==> src/rtl/pipe_hazard_ctrl.sv <==
// pipe_hazard_ctrl: control pipeline and hazard unit for the pipelined MIPS core.
// Carries each decoded control bundle from D through NSTG later stages. It compares
// the source Tuse against the destination Tnew in each stage to raise stalls, and it
// selects D-stage forwarding sources. It inserts bubbles and applies exception flush.
// A mul/div busy counter holds HI/LO users in D until the running op completes.
//
// Ports:
//   clk, reset              rising-edge clock, asynchronous active-low reset
//   d_valid                 D holds a real instruction (0 = treat D as a bubble)
//   d_ctrl                  decoded control bundle of the D instruction
//   d_a1/d_a2               source register addresses (0 = unused)
//   d_tuse1/d_tuse2         cycles until each source is consumed (0 = used in D)
//   d_a3, d_tnew            destination register and cycles after E until the result exists
//   d_md_start, d_md_div    starts a mul/div; 1 = DIV latency, 0 = MUL latency
//   d_md_use                reads or writes HI/LO, or starts a mul/div
//   flush                   exception flush of every stage younger than W
//   stg_ctrl, stg_a3        per-stage bundle and destination; stage k sits at slice k-1
//   fwd1_sel/fwd2_sel       D source select: 0 = register file, k = stage k
//   stall, pc_en, d_en      hazard stall; pc_en = d_en = ~stall
//   md_busy                 mul/div counter non-zero
module pipe_hazard_ctrl #(
    parameter int unsigned CTRL_W  = 24,
    parameter int unsigned NSTG    = 3,
    parameter int unsigned TW      = 2,
    parameter int unsigned MUL_LAT = 5,
    parameter int unsigned DIV_LAT = 10
) (
    input  logic                     clk,
    input  logic                     reset,
    input  logic                     d_valid,
    input  logic [CTRL_W-1:0]        d_ctrl,
    input  logic [4:0]               d_a1,
    input  logic [4:0]               d_a2,
    input  logic [TW-1:0]            d_tuse1,
    input  logic [TW-1:0]            d_tuse2,
    input  logic [4:0]               d_a3,
    input  logic [TW-1:0]            d_tnew,
    input  logic                     d_md_start,
    input  logic                     d_md_div,
    input  logic                     d_md_use,
    input  logic                     flush,
    output logic [NSTG*CTRL_W-1:0]   stg_ctrl,
    output logic [NSTG*5-1:0]        stg_a3,
    output logic [2:0]               fwd1_sel,
    output logic [2:0]               fwd2_sel,
    output logic                     stall,
    output logic                     pc_en,
    output logic                     d_en,
    output logic                     md_busy
);

    localparam int unsigned MAX_LAT = (DIV_LAT > MUL_LAT) ? DIV_LAT : MUL_LAT;
    localparam int unsigned CNT_W   = $clog2(MAX_LAT + 1);

    // Stage state; array index i holds stage i+1 (index 0 is E)
    logic [CTRL_W-1:0] s_ctrl [NSTG];
    logic [4:0]        s_a3   [NSTG];
    logic [TW-1:0]     s_tnew [NSTG];

    // Only stage 1 needs the mul/div start flags: the counter loads from there
    logic              s1_md_start;
    logic              s1_md_div;
    logic [CNT_W-1:0]  md_cnt;

    logic              hz1;
    logic              hz2;
    logic              md_stall;
    logic              load_d;

    // Hazard search; walking from the farthest stage to the nearest lets the nearest match win
    always_comb begin
        hz1      = 1'b0;
        hz2      = 1'b0;
        fwd1_sel = 3'd0;
        fwd2_sel = 3'd0;
        for (int i = int'(NSTG) - 1; i >= 0; i--) begin
            if ((d_a1 != 5'd0) && (s_a3[i] == d_a1)) begin
                hz1      = (s_tnew[i] > d_tuse1);
                fwd1_sel = (s_tnew[i] == '0) ? 3'(i + 1) : 3'd0;
            end
            if ((d_a2 != 5'd0) && (s_a3[i] == d_a2)) begin
                hz2      = (s_tnew[i] > d_tuse2);
                fwd2_sel = (s_tnew[i] == '0) ? 3'(i + 1) : 3'd0;
            end
        end
    end

    // A mul/div in E has not loaded the counter yet, so it also blocks HI/LO users
    assign md_busy  = (md_cnt != '0);
    assign md_stall = d_valid & d_md_use & (md_busy | s1_md_start);
    assign stall    = d_valid & (hz1 | hz2 | md_stall);
    assign pc_en    = ~stall;
    assign d_en     = ~stall;
    assign load_d   = d_valid & ~stall;

    // Stage pipeline: flush bubbles everything, else stage 1 takes D or a bubble and the rest advance
    always_ff @(posedge clk or negedge reset) begin
        if (!reset) begin
            for (int i = 0; i < int'(NSTG); i++) begin
                s_ctrl[i] <= '0;
                s_a3[i]   <= '0;
                s_tnew[i] <= '0;
            end
            s1_md_start <= 1'b0;
            s1_md_div   <= 1'b0;
        end else if (flush) begin
            for (int i = 0; i < int'(NSTG); i++) begin
                s_ctrl[i] <= '0;
                s_a3[i]   <= '0;
                s_tnew[i] <= '0;
            end
            s1_md_start <= 1'b0;
            s1_md_div   <= 1'b0;
        end else begin
            if (load_d) begin
                s_ctrl[0]   <= d_ctrl;
                s_a3[0]     <= d_a3;
                s_tnew[0]   <= d_tnew;
                s1_md_start <= d_md_start;
                s1_md_div   <= d_md_div;
            end else begin
                s_ctrl[0]   <= '0;
                s_a3[0]     <= '0;
                s_tnew[0]   <= '0;
                s1_md_start <= 1'b0;
                s1_md_div   <= 1'b0;
            end
            for (int i = 1; i < int'(NSTG); i++) begin
                s_ctrl[i] <= s_ctrl[i-1];
                s_a3[i]   <= s_a3[i-1];
                s_tnew[i] <= (s_tnew[i-1] != '0) ? (s_tnew[i-1] - TW'(1)) : '0;
            end
        end
    end

    // Mul/div busy counter; flush leaves it alone so an issued op still completes
    always_ff @(posedge clk or negedge reset) begin
        if (!reset) begin
            md_cnt <= '0;
        end else if (s1_md_start) begin
            md_cnt <= s1_md_div ? CNT_W'(DIV_LAT) : CNT_W'(MUL_LAT);
        end else if (md_cnt != '0) begin
            md_cnt <= md_cnt - CNT_W'(1);
        end
    end

    // Pack stage k into slice [k*CTRL_W-1 -: CTRL_W]
    for (genvar k = 0; k < int'(NSTG); k++) begin : g_out
        assign stg_ctrl[k*CTRL_W +: CTRL_W] = s_ctrl[k];
        assign stg_a3[k*5 +: 5]             = s_a3[k];
    end

endmodule

==> config.mk <==
export PLATFORM = sky130hd
export DESIGN_NAME = pipe_hazard_ctrl
export DESIGN_NICKNAME = d
export VERILOG_FILES = /design/src/rtl/pipe_hazard_ctrl.sv
export SDC_FILE = /design/constraint.sdc
export NUM_CORES = 1
export LEC_CHECK = 0
export CORE_UTILIZATION = 46
export DETAILED_ROUTE_END_ITERATION = 10
export HOLD_SLACK_MARGIN = 0.15
export PLACE_DENSITY = 0.82
export SYNTH_ARGS = -nofsm -noshare
export SYNTH_HDL_FRONTEND = slang
export SYNTH_SLANG_ARGS = --single-unit
==> constraint.sdc <==
create_clock -name clk -period 3.45 [get_ports clk]
set_clock_uncertainty 0.15 [all_clocks]
set_input_delay 0.5175 -clock clk [delete_from_list [all_inputs] [get_ports clk]]
set_output_delay 0.5175 -clock clk [all_outputs]
set_load 0.02 [all_outputs]
# [After elaboration in Yosys (flattened, before gate mapping)]
# Index checks and enable logic that the tools add are counted.
[totals] output_inout_bits=97 inputBits=52 word_cells=80 register_bits=99
[classes] n_reduce_logical=15 eq_ne=6 magnitude_cmp=6 n_bitwise=8 mux=30 add_sub_neg=3
[ops] operator="$mux W72" n=1
[ops] operator="$eq A5 B5 Y1" n=6
[ops] operator="$mux W24" n=1
[ops] operator="$mux W2" n=8
[ops] operator="$mux W15" n=1
[ops] operator="$gt A2 B2 Y1" n=6
[ops] operator="$mux W4" n=3
[ops] operator="$mux W1" n=11
[ops] operator="$reduce_bool A5 Y1" n=2
[ops] operator="$mux W3" n=3
[ops] operator="$logic_and A1 B1 Y1" n=6
[ops] operator="$logic_not A2 Y1" n=3
[ops] operator="$mux W6" n=1
[ops] operator="$reduce_bool A2 Y1" n=3
[ops] operator="$mux W5" n=1
[ops] operator="$and A1 B1 Y1" n=4
[ops] operator="$reduce_bool A4 Y1" n=1
[ops] operator="$sub A2 B1 Y2 const B" n=2
[ops] operator="$sub A4 B1 Y4 const B" n=1
[ops] operator="$or A1 B1 Y1" n=3
[ops] operator="$not A1 Y1" n=1

# [Depth between registers and ports, before layout]
[depth] word_depth=12 mapped_depth=9 mapped_depth_nobuf=7

# [Worst setup path before layout]
# No wires, ideal clock.
[synth_timing] kind="input to output" from="input d_a1[2]" to="output pc_en" slack_ns=0.212 cell_stages=9 path_buffers=4 arrival_ns=2.571 t_required_ns=2.782 path_cell_list="buf_6 xnor2_1 nand3_1 or3_1 buf_6 o2bb2ai_4 buf_6 o31ai_1 buf_4"
[synth_between] elab_chain_cells=9 word_cells_on_any_way=14 cone_classes="3 x eq/ne; 3 x mux; 4 x bitwise; 4 x reduce/logical"
[synth_rtl] element="from (decl)" line_no="32" text="input logic [4:0] d_a1,"
[synth_rtl] element="$eq A5 B5 Y1 / $reduce_bool A5 Y1 (equally long branches)" line_no="77" text="if ((d_a1 != 5'd0) && (s_a3[i] == d_a1)) begin"
[synth_rtl] element="$logic_and A1 B1 Y1" line_no="77"
[synth_rtl] element="$mux W1 (2 in series)" line_no="77"
[synth_rtl] element="$mux W1 *" line_no="77"
[synth_rtl] element="$or A1 B1 Y1 * (2 in series)" line_no="91" text="assign stall = d_valid & (hz1 | hz2 | md_stall);"
[synth_rtl] element="$and A1 B1 Y1 *" line_no="91"
[synth_rtl] element="$not A1 Y1 *"
[synth_rtl] element="to (decl)" line_no="47" text="output logic pc_en,"
# Mark *: on every way between the ends. The rest lies on a longest branch, timed or not.

# [Worst setup path in the final report]
[layout_timing] from="input d_a1[0]" to="output fwd1_sel[0]"
[layout_between] elab_chain_cells=5 word_cells_on_any_way=10 cone_classes="3 x eq/ne; 3 x mux; 4 x reduce/logical"
[layout_rtl] element="$eq A5 B5 Y1 / $reduce_bool A5 Y1 (equally long branches)" line_no="77"
[layout_rtl] element="$logic_and A1 B1 Y1" line_no="77"
[layout_rtl] element="$mux W2 (2 in series)" line_no="77"
[layout_rtl] element="$mux W3 *" line_no="77"
[layout_rtl] element="to (decl)" line_no="44" text="output logic [2:0] fwd1_sel,"
# Marked as above.

==> summary.txt <==
Outcome
  – Outcome: finished clean

Global routing
  – First-pass GRT wire length: 17,590 um
  – Total GRT Usage: 0.2229
  – Met2 GRT Util: 0.3768
  – Largest net degree at the start of global routing: 63
  – Initial antenna violation count: 0
  – Most Used Layer, Global Route: met2
  – Vias in the first global route: 3,460
  – Grt met3 use: 0.04309
  – Total grt overflow: 0
  – Met1 Usage GRT: 0.2931

Drt
  – Vias post-DR: 3,393
  – Routed Antenna Nets: 0
  – Number of vias per cell: 4.961
  – Drt initial violations: 83
  – Drt first pass iters: 4
  – Total Wirelength: 11,210 um
  – Wire length per cell: 16.39 um
  – Remaining DRCs: 0

Clocking
  – CTS HTree Levels: 3
  – Worst-path clk slew: 0.09 ns
  – Clock tree buffer depth: 2
  – Root Buffer: clkbuf_8
  – Number of buffers created by CTS: 9
  – Later-pin clock latency in the skew report: 0.36 ns
  – CTS tree: done
  – Clock sink count: 99
  – Number of setup buffers added after CTS: 0

Cells and area
  – Post-route cell area: 6490 sq um
  – Layout cell share with drive strength beyond 1: 0.1742
  – Synthesis-to-layout area growth: 41.26%
  – Post-layout util: 0.6671
  – Footprint of the multi-input gates: 1928 sq um
  – Diodes inserted: 0
  – Register Area: 2477 sq um
  – NumNets Final: 612
  – # fillers: 761

Worst setup path
  – Most common cell on crit path: buf_4
  – Worst R2R Path Depth: 8
  – WP data arrival: 2.70 ns
  – Cell chain of the critical path: clkdlybuf4s50_1 -> or4_4 -> o211a_1 -> o211ai_4 -> buf_4 -> nor3_1 -> buf_4 -> a21o_2 -> dlygate4sd2_1
  – Worst path buffer plus inverter count: 4
  – Slowest stage delay, CP: 0.53 ns
  – CP Launch Type: primary input
  – Worst setup path startpoint: d_a1[0]
  – Start of the worst register-to-register path: s_tnew[0]
  – Critical Path RT: 2.78 ns
  – WP depth: 9
  – Crit-path max FO: 3
  – Worst Setup EP: fwd1_sel[0]
  – CP max-delay cell: or4_4
  – Critical path class: primary input to primary output
  – R2r setup slk: 0.78 ns
  – CP delay by family, top: buffers and inverters
  – Worst setup EP type: primary output
  – RR Endpoint: stg_a3[4]

Power and ir drop
  – Pwr per Cell Area: 386.4 nW/um^2
  – Max IR drop VDD: 0.0002045 V
  – Leak: 2.876 nW
  – Total power: 2.508 mW

Logic synthesis
  – Synthesized area: 4594 sq um
  – Seq/Total Area, Yosys: 0.5392
  – Yosys warning total: 0
  – Synth Area per Inst: 12.06 sq um
  – Netlist cell types: 48
  – Yosys reg bits: 99
  – Post-Syn Instances: 381

Floorplanning
  – Die Y: 101.9 um
  – Die ar.: 10,390 sq um
  – I/O pin cnt: 149
  – Site row count: 36
  – Die Wd: 101.9 um
  – Initial core utilization: 0.4722
  – Core area: 9729 sq um

STA
  – Final hold vios: 0
  – Slew @ Worst Pin: 0.6492 ns
  – Hold WS: 0.3165 ns
  – Relative slew slack: 0.5672
  – Max Clock Freq: 296.5 MHz
  – Period utilization: 0.9775
  – RSZ-0062 raised after global routing: no
  – Final Critical Period: 3.372 ns
  – Final setup violation count: 0
  – Final Max Slew Viols: 0

Run
  – Max Cap Violations: 0

Worst hold path
  – Hold Crit Start: s_tnew[4]
  – Worst Hold Path Cells: 1
  – Worst min path class: flip-flop to flip-flop

Place
  – # port buffers: 146
  – Area after DPL: 6281 sq um
  – Hpwl dp: 8079 um
  – Gpl congestion: 0.9283
worst min path at each step:
stage,slack (ns),to
3_5_place_dp,0.31,s_tnew[2]
6_report,0.32,s_tnew[2]
4_1_cts,0.32,s_tnew[2]
3_3_place_gp,0.31,s_tnew[2]
2_1_floorplan,0.07,md_cnt[0]
5_1_grt,0.36,s_tnew[2]
timing repair:
action,CTS,global route
pin swaps,0,1
endpoints found under the setup margin,6,6
gates resized for setup,13,9
hold endpoints to repair,47,0
hold buffers,1,0
layout by cell type, fill, tap and decap left out, drive strengths merged, types with 4 or more instances in the layout:
cell type,instances
buf,35
clkbuf,11
clkdlybuf4s50,135
dfrtp,99
ha,14
inv,11
nand2,40
nand3,4
nor2,9
nor2b,63
nor3,7
nor3b,4
nor4,34
o21ai,5
xnor2,17
xor2,15
through the flow:
| stage | setup slack, ns | TNS (ns) | std cells |
|---|---|---|---|
| final | 0.07761 | 0 | 684 |
| after global routing | 0.003866 | 0 | 684 |
| after CTS | -0.02182 | -0.02182 | 684 |
| after detailed placement | -0.3631 | -1.417 | 667 |
| after global placement | -0.2902 | -1.185 | 667 |
| after floorplan | 0.2116 | 0 | 382 |
registers in the layout, summed over array words and instances (netlist names):
name	cells
stg_ctrl	72
stg_a3	15
s_tnew	6
md_cnt	4
s1_md_div	1
s1_md_start	1
layout make-up:
type	count	area share
clock buffer	10	0.01966
clock inverter	6	0.009061
inverter	9	0.005205
multi-input combinational	249	0.2971
sequential	99	0.3817
tap	133	0.02564
timing repair buffer	178	0.2616
kinds of logic (layout without fill, tap and decap cells):
| logic type | count (synthesis) | in the layout | share of synthesized area |
|---|---|---|---|
| buf+inv | 34 | 203 | 0.04766 |
| simple gates | 174 | 174 | 0.2582 |
| other cells | 1 | 2 | 0.0008162 |
| compound gates | 26 | 26 | 0.05284 |
| xor+xnor | 32 | 32 | 0.06100 |
| fa+ha+maj | 14 | 14 | 0.03813 |
| mux | 1 | 1 | 0.002179 |
| flops | 99 | 99 | 0.5392 |
where the power goes:
part	total [mW]	switching, mW	internal [mW]
clock	0.702	0.425	0.277
combinational	0.547	0.286	0.261
sequential	1.26	0.0406	1.22
routing by layer:
layer | up-vias | wire length (um) | share of wire
met3 | 11 | 605 | 0.054
li1 | 1602 | - | -
met4 | 0 | 144 | 0.013
met2 | 105 | 5627 | 0.50
met5 | - | 0 | 0
met1 | 1675 | 4832 | 0.43
cell usage after synthesis (all sizes together):
master	instances	area, sq um
dfrtp	99	2477
nor2b	63	394.1
nand2	40	150.1
nor4	34	420.4
xnor2	17	148.9
buf	16	145.1
xor2	15	131.4
ha	14	175.2
inv	9	33.78
nor2	9	41.29
clkbuf	8	30.03
nor3	7	35.03
o21ai	5	36.29
nand3	4	20.02
nor3b	4	30.03
o21a	3	22.52
o31ai	3	22.52
or3	3	20.02
or4	3	26.27
a21o	2	16.27
a21oi	2	10.01
a2bb2oi	2	17.52
and2	2	12.51
nand2b	2	12.51
o211ai	2	20.02
a2111o	1	11.26
a211o	1	8.760
a31o	1	8.760
a31oi	1	21.27
and2b	1	8.760
conb	1	3.750
dlygate4sd3	1	10.01
mux2i	1	10.01
nand4b	1	8.760
o211a	1	10.01
o2bb2ai	1	27.53
o31a	1	10.01
or2	1	6.260
No activity file was read; power rests on OpenSTA's default activity.
